### config.mk
export PLATFORM = sky130hd
export DESIGN_NAME = fp_add_sequencer_flat
export DESIGN_NICKNAME = d
export VERILOG_FILES = /design/src/rtl/fp_adder_pkg.sv /design/src/rtl/fp_add_sequencer_if.sv /design/src/rtl/fp_mantissa_alu.sv /design/src/rtl/fp_add_sequencer.sv /design/src/flat_wrapper.sv
export SDC_FILE = /design/constraint.sdc
export NUM_CORES = 1
export LEC_CHECK = 0
export ABC_CLOCK_PERIOD_IN_PS = 4050
export CAP_MARGIN = 5
export CORE_ASPECT_RATIO = 0.5
export CORE_MARGIN = 4
export CORE_UTILIZATION = 30
export DETAILED_ROUTE_END_ITERATION = 16
export SETUP_SLACK_MARGIN = 0.3
export SYNTH_ARGS = -nofsm -noshare
export SYNTH_HDL_FRONTEND = slang
export SYNTH_SLANG_ARGS = --single-unit
### constraint.sdc
create_clock -name clk -period 4.05 [get_ports clk]
set_input_delay 0.6075 -clock clk [delete_from_list [all_inputs] [get_ports clk]]
set_output_delay 0.6075 -clock clk [all_outputs]
set_load 0.02 [all_outputs]
### src/rtl/fp_adder_pkg.sv
// Shared types and constants for the single-precision add sequencer.
//   state_t       : sequencer FSM states
//   fp_unpacked_t : sign, biased exponent, 24-bit mantissa with hidden bit
//   unpack()      : splits a packed float; exponent 0 flushes to a zero mantissa
package fp_adder_pkg;

    localparam int EXP_W    = 8;
    localparam int MANT_W   = 24;
    localparam int EXP_BIAS = 127;
    localparam int EXP_MAX  = 255;

    typedef enum logic [2:0] {
        IDLE,
        ALIGN,
        ADD,
        NORM,
        DONE
    } state_t;

    typedef struct packed {
        logic              sign;
        logic [EXP_W-1:0]  exp;
        logic [MANT_W-1:0] mant;
    } fp_unpacked_t;

    // Exponent 255 is deliberately treated as an ordinary exponent.
    function automatic fp_unpacked_t unpack(input logic [31:0] f);
        fp_unpacked_t u;
        u.sign = f[31];
        u.exp  = f[30:23];
        u.mant = (f[30:23] == '0) ? '0 : {1'b1, f[22:0]};
        return u;
    endfunction

endpackage

### src/rtl/fp_add_sequencer_if.sv
// Request/response bundle of the add sequencer.
//   master : requester/consumer side (drives operands, tag, out_ready)
//   slave  : sequencer side (drives in_ready, result, tag, out_valid, busy)
interface fp_add_sequencer_if #(
    parameter int TAG_W = 4
);
    logic             in_valid;
    logic             in_ready;
    logic [31:0]      in_a;
    logic [31:0]      in_b;
    logic [TAG_W-1:0] in_tag;
    logic             out_valid;
    logic             out_ready;
    logic [31:0]      out_result;
    logic [TAG_W-1:0] out_tag;
    logic             busy;

    modport master (
        output in_valid, in_a, in_b, in_tag, out_ready,
        input  in_ready, out_valid, out_result, out_tag, busy
    );

    modport slave (
        input  in_valid, in_a, in_b, in_tag, out_ready,
        output in_ready, out_valid, out_result, out_tag, busy
    );
endinterface

### src/rtl/fp_mantissa_alu.sv
// Combinational signed-magnitude adder for aligned 24-bit mantissas.
//   sign_a/mant_a, sign_b/mant_b : aligned operands
//   mag   : 24-bit result magnitude
//   carry : overflow out of bit 23 (like-sign add only)
//   sign  : result sign; exact cancellation yields 0
module fp_mantissa_alu
    import fp_adder_pkg::*;
(
    input  logic              sign_a,
    input  logic [MANT_W-1:0] mant_a,
    input  logic              sign_b,
    input  logic [MANT_W-1:0] mant_b,
    output logic [MANT_W-1:0] mag,
    output logic              carry,
    output logic              sign
);
    logic [MANT_W:0] sum;

    always_comb begin
        sum   = {1'b0, mant_a} + {1'b0, mant_b};
        mag   = '0;
        carry = 1'b0;
        sign  = 1'b0;
        if (sign_a == sign_b) begin
            mag   = sum[MANT_W-1:0];
            carry = sum[MANT_W];
            sign  = sign_a;
        end else if (mant_a > mant_b) begin
            mag  = mant_a - mant_b;
            sign = sign_a;
        end else if (mant_b > mant_a) begin
            mag  = mant_b - mant_a;
            sign = sign_b;
        end
        // equal magnitudes, unlike signs: +0 from the defaults
    end
endmodule

### src/rtl/fp_add_sequencer.sv
// Multi-cycle IEEE-754 single adder: IDLE -> ALIGN -> ADD -> NORM(xL) -> DONE.
// Truncating, denormals flush to zero, no NaN/Inf input handling.
//   clk, reset_n : clock, async active-low reset
//   bus          : request/response interface (slave side)
module fp_add_sequencer
    import fp_adder_pkg::*;
#(
    parameter int TAG_W = 4
) (
    input  logic clk,
    input  logic reset_n,
    fp_add_sequencer_if.slave bus
);
    state_t state, state_nxt;

    logic [31:0]       op_a, op_b;
    logic [TAG_W-1:0]  tag_r;
    logic [EXP_W-1:0]  exp_r;
    logic              sa_r, sb_r;
    logic [MANT_W-1:0] ma_r, mb_r;
    logic [MANT_W-1:0] mag_r;
    logic              carry_r, sign_r;
    logic [31:0]       res_r;
    logic [TAG_W-1:0]  res_tag;

    // ---------------- alignment ----------------
    fp_unpacked_t      ua, ub;
    logic              a_big;
    logic [EXP_W-1:0]  exp_diff;
    logic [MANT_W-1:0] small_sh;

    always_comb begin
        ua       = unpack(op_a);
        ub       = unpack(op_b);
        a_big    = (ua.exp >= ub.exp);
        exp_diff = a_big ? (ua.exp - ub.exp) : (ub.exp - ua.exp);
        small_sh = '0;
        if (exp_diff < EXP_W'(MANT_W))
            small_sh = (a_big ? ub.mant : ua.mant) >> exp_diff;
    end

    // ---------------- shared mantissa ALU ----------------
    logic [MANT_W-1:0] alu_mag;
    logic              alu_carry, alu_sign;

    fp_mantissa_alu u_alu (
        .sign_a (sa_r),
        .mant_a (ma_r),
        .sign_b (sb_r),
        .mant_b (mb_r),
        .mag    (alu_mag),
        .carry  (alu_carry),
        .sign   (alu_sign)
    );

    // ---------------- normalization step decision ----------------
    logic [EXP_W:0] exp_inc;
    logic           norm_done;
    logic [31:0]    norm_res;

    always_comb begin
        exp_inc   = {1'b0, exp_r} + 1'b1;
        norm_done = 1'b1;
        norm_res  = '0;
        if (!carry_r && mag_r == '0) begin
            norm_res = '0;
        end else if (carry_r) begin
            // A 255-exponent input plus carry also lands here (exp_inc = 256).
            if (exp_inc >= (EXP_W+1)'(EXP_MAX))
                norm_res = {sign_r, 8'hFF, 23'd0};
            else
                norm_res = {sign_r, exp_inc[EXP_W-1:0], mag_r[MANT_W-1:1]};
        end else if (mag_r[MANT_W-1]) begin
            norm_res = {sign_r, exp_r, mag_r[MANT_W-2:0]};
        end else if (exp_r <= EXP_W'(1)) begin
            norm_res = '0;  // would underflow into denormal range: flush
        end else begin
            norm_done = 1'b0;
        end
    end

    // ---------------- FSM ----------------
    always_ff @(posedge clk or negedge reset_n) begin
        if (!reset_n) state <= IDLE;
        else          state <= state_nxt;
    end

    always_comb begin
        state_nxt = state;
        case (state)
            IDLE:    if (bus.in_valid) state_nxt = ALIGN;
            ALIGN:   state_nxt = ADD;
            ADD:     state_nxt = NORM;
            NORM:    if (norm_done) state_nxt = DONE;
            DONE:    if (bus.out_ready) state_nxt = IDLE;
            default: state_nxt = IDLE;
        endcase
    end

    // ---------------- datapath registers ----------------
    always_ff @(posedge clk or negedge reset_n) begin
        if (!reset_n) begin
            op_a    <= '0;
            op_b    <= '0;
            tag_r   <= '0;
            exp_r   <= '0;
            sa_r    <= 1'b0;
            sb_r    <= 1'b0;
            ma_r    <= '0;
            mb_r    <= '0;
            mag_r   <= '0;
            carry_r <= 1'b0;
            sign_r  <= 1'b0;
            res_r   <= '0;
            res_tag <= '0;
        end else begin
            case (state)
                IDLE: if (bus.in_valid) begin
                    op_a  <= bus.in_a;
                    op_b  <= bus.in_b;
                    tag_r <= bus.in_tag;
                end
                ALIGN: begin
                    exp_r <= a_big ? ua.exp : ub.exp;
                    sa_r  <= ua.sign;
                    sb_r  <= ub.sign;
                    ma_r  <= a_big ? ua.mant : small_sh;
                    mb_r  <= a_big ? small_sh : ub.mant;
                end
                ADD: begin
                    mag_r   <= alu_mag;
                    carry_r <= alu_carry;
                    sign_r  <= alu_sign;
                end
                NORM: begin
                    if (norm_done) begin
                        res_r   <= norm_res;
                        res_tag <= tag_r;
                    end else begin
                        mag_r <= mag_r << 1;
                        exp_r <= exp_r - 1'b1;
                    end
                end
                default: ;
            endcase
        end
    end

    assign bus.in_ready   = (state == IDLE);
    assign bus.busy       = (state != IDLE);
    assign bus.out_valid  = (state == DONE);
    assign bus.out_result = res_r;
    assign bus.out_tag    = res_tag;

endmodule

### src/flat_wrapper.sv
// flat-port wrapper written by rule: the top's interface ports become plain ports
module fp_add_sequencer_flat import fp_adder_pkg::*;
#(
    parameter int TAG_W = 4
)
  (clk, reset_n, bus_in_valid, bus_in_a, bus_in_b, bus_in_tag, bus_out_ready, bus_in_ready, bus_out_valid, bus_out_result, bus_out_tag, bus_busy);
  fp_add_sequencer_if #(.TAG_W(TAG_W)) bus_i ();
  input  logic clk;
  input  logic reset_n;
  input wire logic [$bits(bus_i.in_valid)-1:0] bus_in_valid;
  input wire logic [$bits(bus_i.in_a)-1:0] bus_in_a;
  input wire logic [$bits(bus_i.in_b)-1:0] bus_in_b;
  input wire logic [$bits(bus_i.in_tag)-1:0] bus_in_tag;
  input wire logic [$bits(bus_i.out_ready)-1:0] bus_out_ready;
  output wire logic [$bits(bus_i.in_ready)-1:0] bus_in_ready;
  output wire logic [$bits(bus_i.out_valid)-1:0] bus_out_valid;
  output wire logic [$bits(bus_i.out_result)-1:0] bus_out_result;
  output wire logic [$bits(bus_i.out_tag)-1:0] bus_out_tag;
  output wire logic [$bits(bus_i.busy)-1:0] bus_busy;
  assign bus_i.in_valid = bus_in_valid;
  assign bus_i.in_a = bus_in_a;
  assign bus_i.in_b = bus_in_b;
  assign bus_i.in_tag = bus_in_tag;
  assign bus_i.out_ready = bus_out_ready;
  assign bus_in_ready = bus_i.in_ready;
  assign bus_out_valid = bus_i.out_valid;
  assign bus_out_result = bus_i.out_result;
  assign bus_out_tag = bus_i.out_tag;
  assign bus_busy = bus_i.busy;
  fp_add_sequencer #(.TAG_W(TAG_W)) u_core (.clk(clk), .reset_n(reset_n), .bus(bus_i));
endmodule
* Yosys cells after proc, flatten, opt, wreduce, memory -nomap -nowiden
Index checks and enable logic that the tools add are counted.
Word-level totals: logic and storage cells 82, output and inout port bits 39, bits in registers 191, input bits 72
Operators by class: muxes and demuxes 31, reduce and logical (&&, ||, !) cells 14, $lt $le $gt $ge 6, add/sub/neg operators 7, eq/ne operators 9, shifts and indexed selects 1
Operators with widths (count):
- $mux 24 | 10
- $mux 32 | 3
- $gt 24x24->1 | 2
- $pmux 24 s2 | 1
- $sub 24x24->24 | 2
- $mux 31 | 1
- $add 24x24->25 | 1
- $logic_not 24->1 | 1
- $mux 8 | 3
- $shr 24x8->24 | 1
- $logic_not 8->1 | 2
- $pmux 8 s2 | 1
- $sub 8x8->8 | 2
- $pmux 3 s5 | 1
- $add 8x1->9 const B | 1
- $ge 9x8->1 const B | 1
- $mux 3 | 3
- $ge 8x8->1 | 1
- $le 8x1->1 const B | 1
- $lt 8x5->1 const B | 1
- $mux 1 | 8
- $reduce_and 2->1 | 4
- $sub 8x1->8 const B | 1
- $eq 3x2->1 const B | 2
- 11 further kinds | 14

* Logic depth before layout (Yosys ltp)
Gate-level depths: netlist of run 1.
depth in word-level cells 7, mapped depth 16, mapped depth without buffers 14

* Cells and area by module
From an unflattened synthesis of run 1, not the netlist that was laid out.
Second synthesis, totals: cells, all modules 1847, area, all modules 15439.8 um2
By module, submodules not included:
- fp_add_sequencer | times used 1, cells each 1181, area an instance 11066.9 um2, sequential area each 4779.6 um2
- fp_mantissa_alu | times used 1, cells each 666, area an instance 4372.9 um2, sequential area each 0.0 um2

* Worst setup path before layout of run 1
Ideal clock, no wire load.
kind register -> register, start register u_core.op_a[23], end register u_core.ma_r[16], buffers on the path 3, path slack 824 ps, library setup time 133 ps, clock period less this slack 3226 ps, cell stages (with the launch flop) 17, arrival 3094 ps, data required time 3917 ps, cells stage by stage dfrtp_1 > inv_1 > ha_1 > fa_1 > nor2b_4 > o21a_4 > o31a_1 > buf_4 > nor2_4 > buf_6 > a211oi_4 > nor3_1 > nand3_1 > buf_4 > nor2_1 > a221oi_1 > a21oi_1
Between the ends: word-level cells in the longest chain between the ends 6, elaborated cells on any way between the ends 11, those cells by class add/sub: 2; order compare: 2; shift: 1; mux: 5; reduce/logical: 1
RTL lines:
- from (decl) | line fp_add_sequencer.sv:16 | logic [31:0] op_a, op_b;
- from (signal assigned) | line fp_add_sequencer.sv:119 | op_a <= bus.in_a;
- parallel branches: the longest is 5 deep, another holds $sub 8x8->8
- $mux 24 (*) | line fp_add_sequencer.sv:127 | ma_r <= a_big ? ua.mant : small_sh;
- to (signal assigned) | line fp_add_sequencer.sv:127
- to (decl) | line fp_add_sequencer.sv:20 | logic [MANT_W-1:0] ma_r, mb_r;
Every way passes the cells marked *. A chain may end at the register's enable or synchronous reset.

* Worst setup path after layout of run 1
start register u_core.op_a[23], end register u_core.mb_r[12]
Between the ends: word-level cells in the longest chain between the ends 6, elaborated cells on any way between the ends 11, those cells by class add/sub: 2; order compare: 2; shift: 1; mux: 5; reduce/logical: 1
RTL lines:
- parallel branches: the longest is 5 deep, another holds $sub 8x8->8
- $mux 24 (*) | line fp_add_sequencer.sv:128 | mb_r <= a_big ? small_sh : ub.mant;
- to (signal assigned) | line fp_add_sequencer.sv:128
- to (decl) | line fp_add_sequencer.sv:20
Marks and branches as above.

==> results of run 1 <==
==> worst max path at each step <==
| stage | from | end | cells after the start |
|---|---|---|---|
| after floorplan | u_core.op_a[23]$_DFFE_PN0P_ | u_core.ma_r[16]$_DFFE_PN0P_ | 16 |
| after global placement | u_core.op_a[23]$_DFFE_PN0P_ | u_core.ma_r[13]$_DFFE_PN0P_ | 14 |
| after detailed placement | u_core.mb_r[9]$_DFFE_PN0P_ | u_core.carry_r$_DFFE_PN0P_ | 12 |
| after CTS | u_core.mb_r[2]$_DFFE_PN0P_ | u_core.carry_r$_DFFE_PN0P_ | 12 |
| after global routing | u_core.op_a[23]$_DFFE_PN0P_ | u_core.ma_r[12]$_DFFE_PN0P_ | 15 |
| final | u_core.op_a[23]$_DFFE_PN0P_ | u_core.mb_r[12]$_DFFE_PN0P_ | 15 |
==> stage by stage <==
stage | setup WS, ns | utilization (%) | cells
floorplan | 0.8236 | - | 1759
global placement | 0.3169 | 34.59 | 2460
detailed placement | 0.2611 | 34.59 | 2460
CTS | 0.3035 | 35.86 | 2489
global route | 0.2602 | 36.50 | 2502
finish | 0.3603 | 36.50 | 2502
==> placed cells by master, fill, tap and decap left out, drive strengths merged, types with 6 or more instances in the layout <==
master,synthesis,routed
xnor2,23,23
o211ai,18,18
o21a,11,11
nor2,130,130
nor4,18,18
nand4,15,15
mux2i,40,40
o31ai,23,23
inv,99,100
clkbuf,87,24
a21o,14,14
mux4,17,17
nand3,33,33
clkdlybuf4s50,0,109
a221oi,27,27
a221o,18,18
a21oi,161,161
ha,91,91
nor3,48,48
buf,31,71
nor2b,11,11
o221ai,17,17
a211oi,19,19
nand2,197,197
o22ai,9,9
mux2,64,64
dfrtp,191,191
a311oi,9,9
o21bai,18,18
a22oi,9,9
and2,8,8
and3,17,17
o21ai,151,151
a211o,9,9
or3,15,15
a31oi,31,31
o221a,6,6
a22o,6,6
==> per-layer routing <==
metal | share of wire (%) | wire, um
met1 | 49 | 23990
met2 | 44 | 21540
met3 | 6.3 | 3089
met4 | 1.5 | 736
met5 | 0 | 0
==> layout make-up <==
type / count / share of cell area [%]
multi-input combinational: 1351 / 53.22
sequential: 191 / 26.81
timing repair buffer: 183 / 9.956
tap: 649 / 4.553
clock buffer: 21 / 2.638
inverter: 99 / 2.084
clock inverter: 8 / 0.7367
==> worst max-delay path, delay by kind of cell, from the launching register on <==
kind | cells | cell delay (ns)
flip-flops | 1 | 0.41
multiplexers | 1 | 0.38
AO/OA/AOI/OAI | 7 | 1.31
adder cells (fa/ha/maj) | 2 | 0.70
buffers and inverters | 3 | 0.45
AND/OR/NAND/NOR | 2 | 0.28
==> synth_stat cells (all sizes together) (18+ instances only) <==
| cell | number |
|---|---|
| o31ai | 23 |
| o211ai | 18 |
| a221o | 18 |
| ha | 91 |
| clkbuf | 87 |
| xnor2 | 23 |
| a221oi | 27 |
| mux2 | 64 |
| a211oi | 19 |
| inv | 99 |
| buf | 31 |
| a31oi | 31 |
| nor3 | 48 |
| o21bai | 18 |
| dfrtp | 191 |
| nand2 | 197 |
| nand3 | 33 |
| o21ai | 151 |
| a21oi | 161 |
| nor2 | 130 |
| nor4 | 18 |
| mux2i | 40 |
==> cells by family (layout without fill, tap and decap cells) <==
| family | Yosys count | count (layout) | share of synthesized area, % |
|---|---|---|---|
| muxes | 121 | 121 | 10.10 |
| buffers and inverters | 217 | 311 | 5.802 |
| and+or+nand+nor | 517 | 517 | 16.06 |
| DFF | 191 | 191 | 32.03 |
| adders and majority gates | 96 | 96 | 8.301 |
| AOI/OAI and AO/OA | 589 | 589 | 26.02 |
| xor gates and xnor gates | 28 | 28 | 1.694 |
==> flip-flops by register name (all words and copies together) (netlist names), 3 cells and up <==
| register | count |
|---|---|
| u_core.tag_r | 4 |
| u_core.ma_r | 24 |
| u_core.state | 3 |
| u_core.op_a | 32 |
| u_core.mag_r | 24 |
| u_core.exp_r | 8 |
| u_core.bus.out_tag | 4 |
| u_core.op_b | 32 |
| u_core.mb_r | 24 |
| u_core.bus.out_result | 32 |
==> what timing repair did <==
| item | CTS | global route |
|---|---|---|
| gates resized for setup | 4 | 43 |
| pin swaps | 0 | 9 |
| endpoints found under the setup margin | 11 | 62 |
| cloned | 0 | 2 |
| setup buffers | 0 | 11 |
==> flow_summary.toml, run 1 <==
[drt]
vias_per_cell = 5.559
ant_nets = 0
drt_iter0_drc = 1285
dr.pass1.iters = 6
wirelength_mm = 49.36
wl_per_cell_um = 19.73
route.detailed.drc = 0
num_vias = 13910

[floorplan]
dieArea_um2 = 53590
die_h_um = 165.7
die_w_um = 323.4
core_area_um2 = 48850
ios = 111
initial_core_util_pct = 30.55
rows = 57

[setup_path]
timing.rr.start = "u_core.op_a[23]$_DFFE_PN0P_"
cp_max_fo = 31
crit_chain = "inv_1, ha_1, fa_1, nor2b_4, o21a_4, o31a_1, buf_4, o22ai_1, nand2_1, buf_12, mux4_2, a21oi_1, a31oi_1, a311oi_2, a21oi_1"
critPathSlowestCell = "fa_1"
crit_path_start_kind = "flip-flop"
cp.arrival_ns = 3.98
r2r_end = "u_core.mb_r[12]$_DFFE_PN0P_"
r2r_cells = 15
endpoint_kind = "flip-flop"
crit_top_cell = "a21oi_1"
rrSetupSlack_ns = 0.36
max_stage_delay_ns = 0.48
required_ns = 4.34
worstSetupPathType = "reg2reg"

[synth]
yosysTopAreaCellShare_pct = 32.03
yosys_warnings = 0
synth_area_leader_cell = "dfrtp_1"
yosysUniqueCellTypes = 90
synth_area_per_cell_um2 = 8.484
syn_area_um2 = 14920
async_reset_ff_share_pct = 100.0
synth_edf_count = 0
synthTopCellsByArea = "dfrtp_1 (32%), ha_1 (7.6%), a21oi_1 (5.4%)"
yosysSeqAreaShare_pct = 32.03
syn-num-nets = 1927
synthFlopType = "dfrtp_1"
ys_ff_latch = 191
netlist_instances = 1759

[grt]
grt_usage_pct = 17.96
met3_usage_pct = 2.744
grt_remaining_overflow = 0
antenna_found_initial = 0
grt_pass1_wl_mm = 77.18
grt_pass1_vias = 13160
use_met1_pct = 27.15
top_usage_layer = "met1"
grt_max_degree = 82
use_met2_pct = 26.94

[clocking]
numCtsBuffers = 17
hold_buffers = 0
clock-sinks = 191
cts_tree = "built"
cts-root-buf = "clkbuf_16"
max-clock-path-buffers = 2
cts_max_level = 4
insertion_delay_ns = 0.46
clkTransAtPathRegs_ns = 0.07

[timing]
clock.fmax_mhz = 271.0
setup_violations = 0
skew_ns = 0.01731
tightest_slew_ns = 1.016
finalCritPeriodShare_pct = 91.10
finalHoldViolations = 0
rsz0062_at_grt = "no"
drv_slew = 0
fin_setup_tns_ns = 0
period_needed_ns = 3.690
hold_ws_ns = 0.1572
slew_headroom_pct = 32.01

[layout]
seq_area_um2 = 4781
antennaDiodeCount = 0
multiInputGateArea_um2 = 9492
drive_above_1_share_pct = 13.92
areaGrowthSynthToFinish_pct = 19.50
stdcell_area_um2 = 17830
fillers = 5000
fin_nets = 2011

[placement]
io_buffers = 110
place_hpwl_mm = 38.05
postPlaceCellArea_um2 = 16900
routabilityCongestion = 0.9484

[outcome]
status = "finished, final reports clean"

[hold_path]
holdCritPathClass = "in2async"

[job]
drv_cap = 0
Power of run 1 is not shown: default switching activity piles up to over one toggle a cycle in this logic, so the estimate is an artifact.
==> run 2, diff against run 1 <==
- TNS_END_PERCENT: not set -> 30
==> run 2 against run 1 <==
  * Worst setup slack worse by 0.021 ns
  * Design area is 0.25% lower
  * Fmax is 0.57% lower
  * Sequential share of layout area is 0.066 points higher
  * Core utilization is 0.090 points lower
  * Via count is 0.20% higher
  * Sequential cell count stayed put
  * Hold slack worse by 0.0026 ns
  * First-iteration DRC count is 6.0% higher
  * Global-route usage hardly changed
  * Critical path type unchanged
  * Critical endpoint is now u_core.ma_r[0]$_DFFE_PN0P_
  * Largest cell class unchanged
==> flow_summary.toml, run 2 (synthesized netlist as in run 1, its figures left out) <==
[outcome]
status = "finished, final reports clean"

[timing]
setup_violations = 0
drv_slew = 0
tightest_slew_ns = 0.9996
finalHoldViolations = 0
skew_ns = 0.01716
period_needed_ns = 3.711
finalCritPeriodShare_pct = 91.62
clock.fmax_mhz = 269.5
rsz0062_at_grt = "yes"
slew_headroom_pct = 33.12
fin_ws_ns = 0.3393
fin_setup_tns_ns = 0

[setup_path]
crit_chain = "inv_1, ha_1, fa_1, nor2b_4, o21a_4, o31a_1, buf_4, o22ai_1, and2_1, mux2i_1, nand2_1, o21ai_0, a22oi_1, a21oi_1"
critPathSlowestCell = "and2_1"
cpLargestDelayFamily = "compound AO/OA/AOI/OAI gates"
cp.buffers_inverters = 2
endpoint_kind = "flip-flop"
required_ns = 4.37
cp.arrival_ns = 4.03
crit_path_start_kind = "flip-flop"
max_stage_delay_ns = 0.62
worstSetupPathType = "reg2reg"
cp_max_fo = 12

[drt]
dr.pass1.iters = 6
vias_per_cell = 5.570
drt_iter0_drc = 1362
route.detailed.drc = 0
wirelength_mm = 49.34
num_vias = 13940
ant_nets = 0
wl_per_cell_um = 19.72

[layout]
antennaDiodeCount = 0
drive_above_1_share_pct = 13.44
fin_nets = 2011
areaGrowthSynthToFinish_pct = 19.21
layout_commonest_cell = "nand2_1"
mostFrequentLayoutCells = "nand2_1 (194), dfrtp_1 (190), a21oi_1 (160), o21ai_0 (136), nor2_1 (128)"
fillers = 4998
stdcell_area_um2 = 17790

[clocking]
clock-sinks = 191
cts-root-buf = "clkbuf_16"
cts_tree = "built"
insertion_delay_ns = 0.46
numCtsBuffers = 17
max-clock-path-buffers = 2
cts_max_level = 4
clkTransAtPathRegs_ns = 0.07
hold_buffers = 0

[placement]
place_hpwl_mm = 38.05
postPlaceCellArea_um2 = 16900
routabilityCongestion = 0.9484
io_buffers = 110
dpl_worst_slack_ns = 0.2611

[job]
drv_cap = 0

[grt]
grt_max_degree = 82
grt_pass1_wl_mm = 77.20
grt_usage_pct = 17.97
grt_pass1_vias = 13160
grt_remaining_overflow = 0
antenna_found_initial = 0

[floorplan]
rows = 57
dieArea_um2 = 53590
ios = 111
die_w_um = 323.4
die_h_um = 165.7
initial_core_util_pct = 30.55
core_area_um2 = 48850

[hold_path]
holdCritPathClass = "in2async"
run 2: cell counts in the layout (fill, tap and decap cells not counted):
Identical to the previous run, type by type.
run 2: final cells by class:
class                      count  area (um^2)  area share (%)
clock inverter                 8        131.4          0.7385
sequential                   191         4781           26.87
multi-input combinational   1351         9448           53.11
inverter                      99        371.6           2.089
timing repair buffer         183         1775           9.980
tap                          649        812.0           4.565
clock buffer                  21        470.5           2.645
run 2: final timing paths:
path	end	from	slack [ns]	cells after the start
max in group asynchronous	u_core.ma_r[20]$_DFFE_PN0P_	reset_n	2.96	2
min reg2reg	u_core.sa_r$_DFFE_PN0P_	u_core.op_a[31]$_DFFE_PN0P_	0.47	2
min in group clk	u_core.sa_r$_DFFE_PN0P_	u_core.op_a[31]$_DFFE_PN0P_	0.47	2
max reg2reg	u_core.ma_r[0]$_DFFE_PN0P_	u_core.op_a[23]$_DFFE_PN0P_	0.34	14
max	u_core.ma_r[0]$_DFFE_PN0P_	u_core.op_a[23]$_DFFE_PN0P_	0.34	14
min	u_core.op_b[1]$_DFFE_PN0P_	reset_n	0.15	1
run 2: per-layer routing:
metal  track usage [%]  vias up  share of wire (%)
met1             27.12     6764                 49
met4             3.946        0                1.7
met2             26.94      501                 43
met5                 0        -                  0
met3             2.817       49                6.3
li1                  -     6623                  -
run 2: stage by stage:
| stage | hold WS, ns | util (%) | cells |
|---|---|---|---|
| after global routing | 0.1979 | 36.41 | 2502 |
| final | 0.1546 | 36.41 | 2502 |
| after CTS | 0.1715 | 35.85 | 2489 |
| after floorplan | 0.3119 | - | 1759 |
| after global placement | 0.4500 | 34.59 | 2460 |
| after detailed placement | 0.4541 | 34.59 | 2460 |
run 2: repair_timing:
| action | 4_1_cts | 5_1_grt |
|---|---|---|
| cloned | 0 | 2 |
| setup endpoints to repair | 11 | 62 |
| pin swaps | 0 | 4 |
| gates resized for setup | 3 | 31 |
| buffers inserted | 0 | 11 |
Power of run 2 is left out for the same reason.
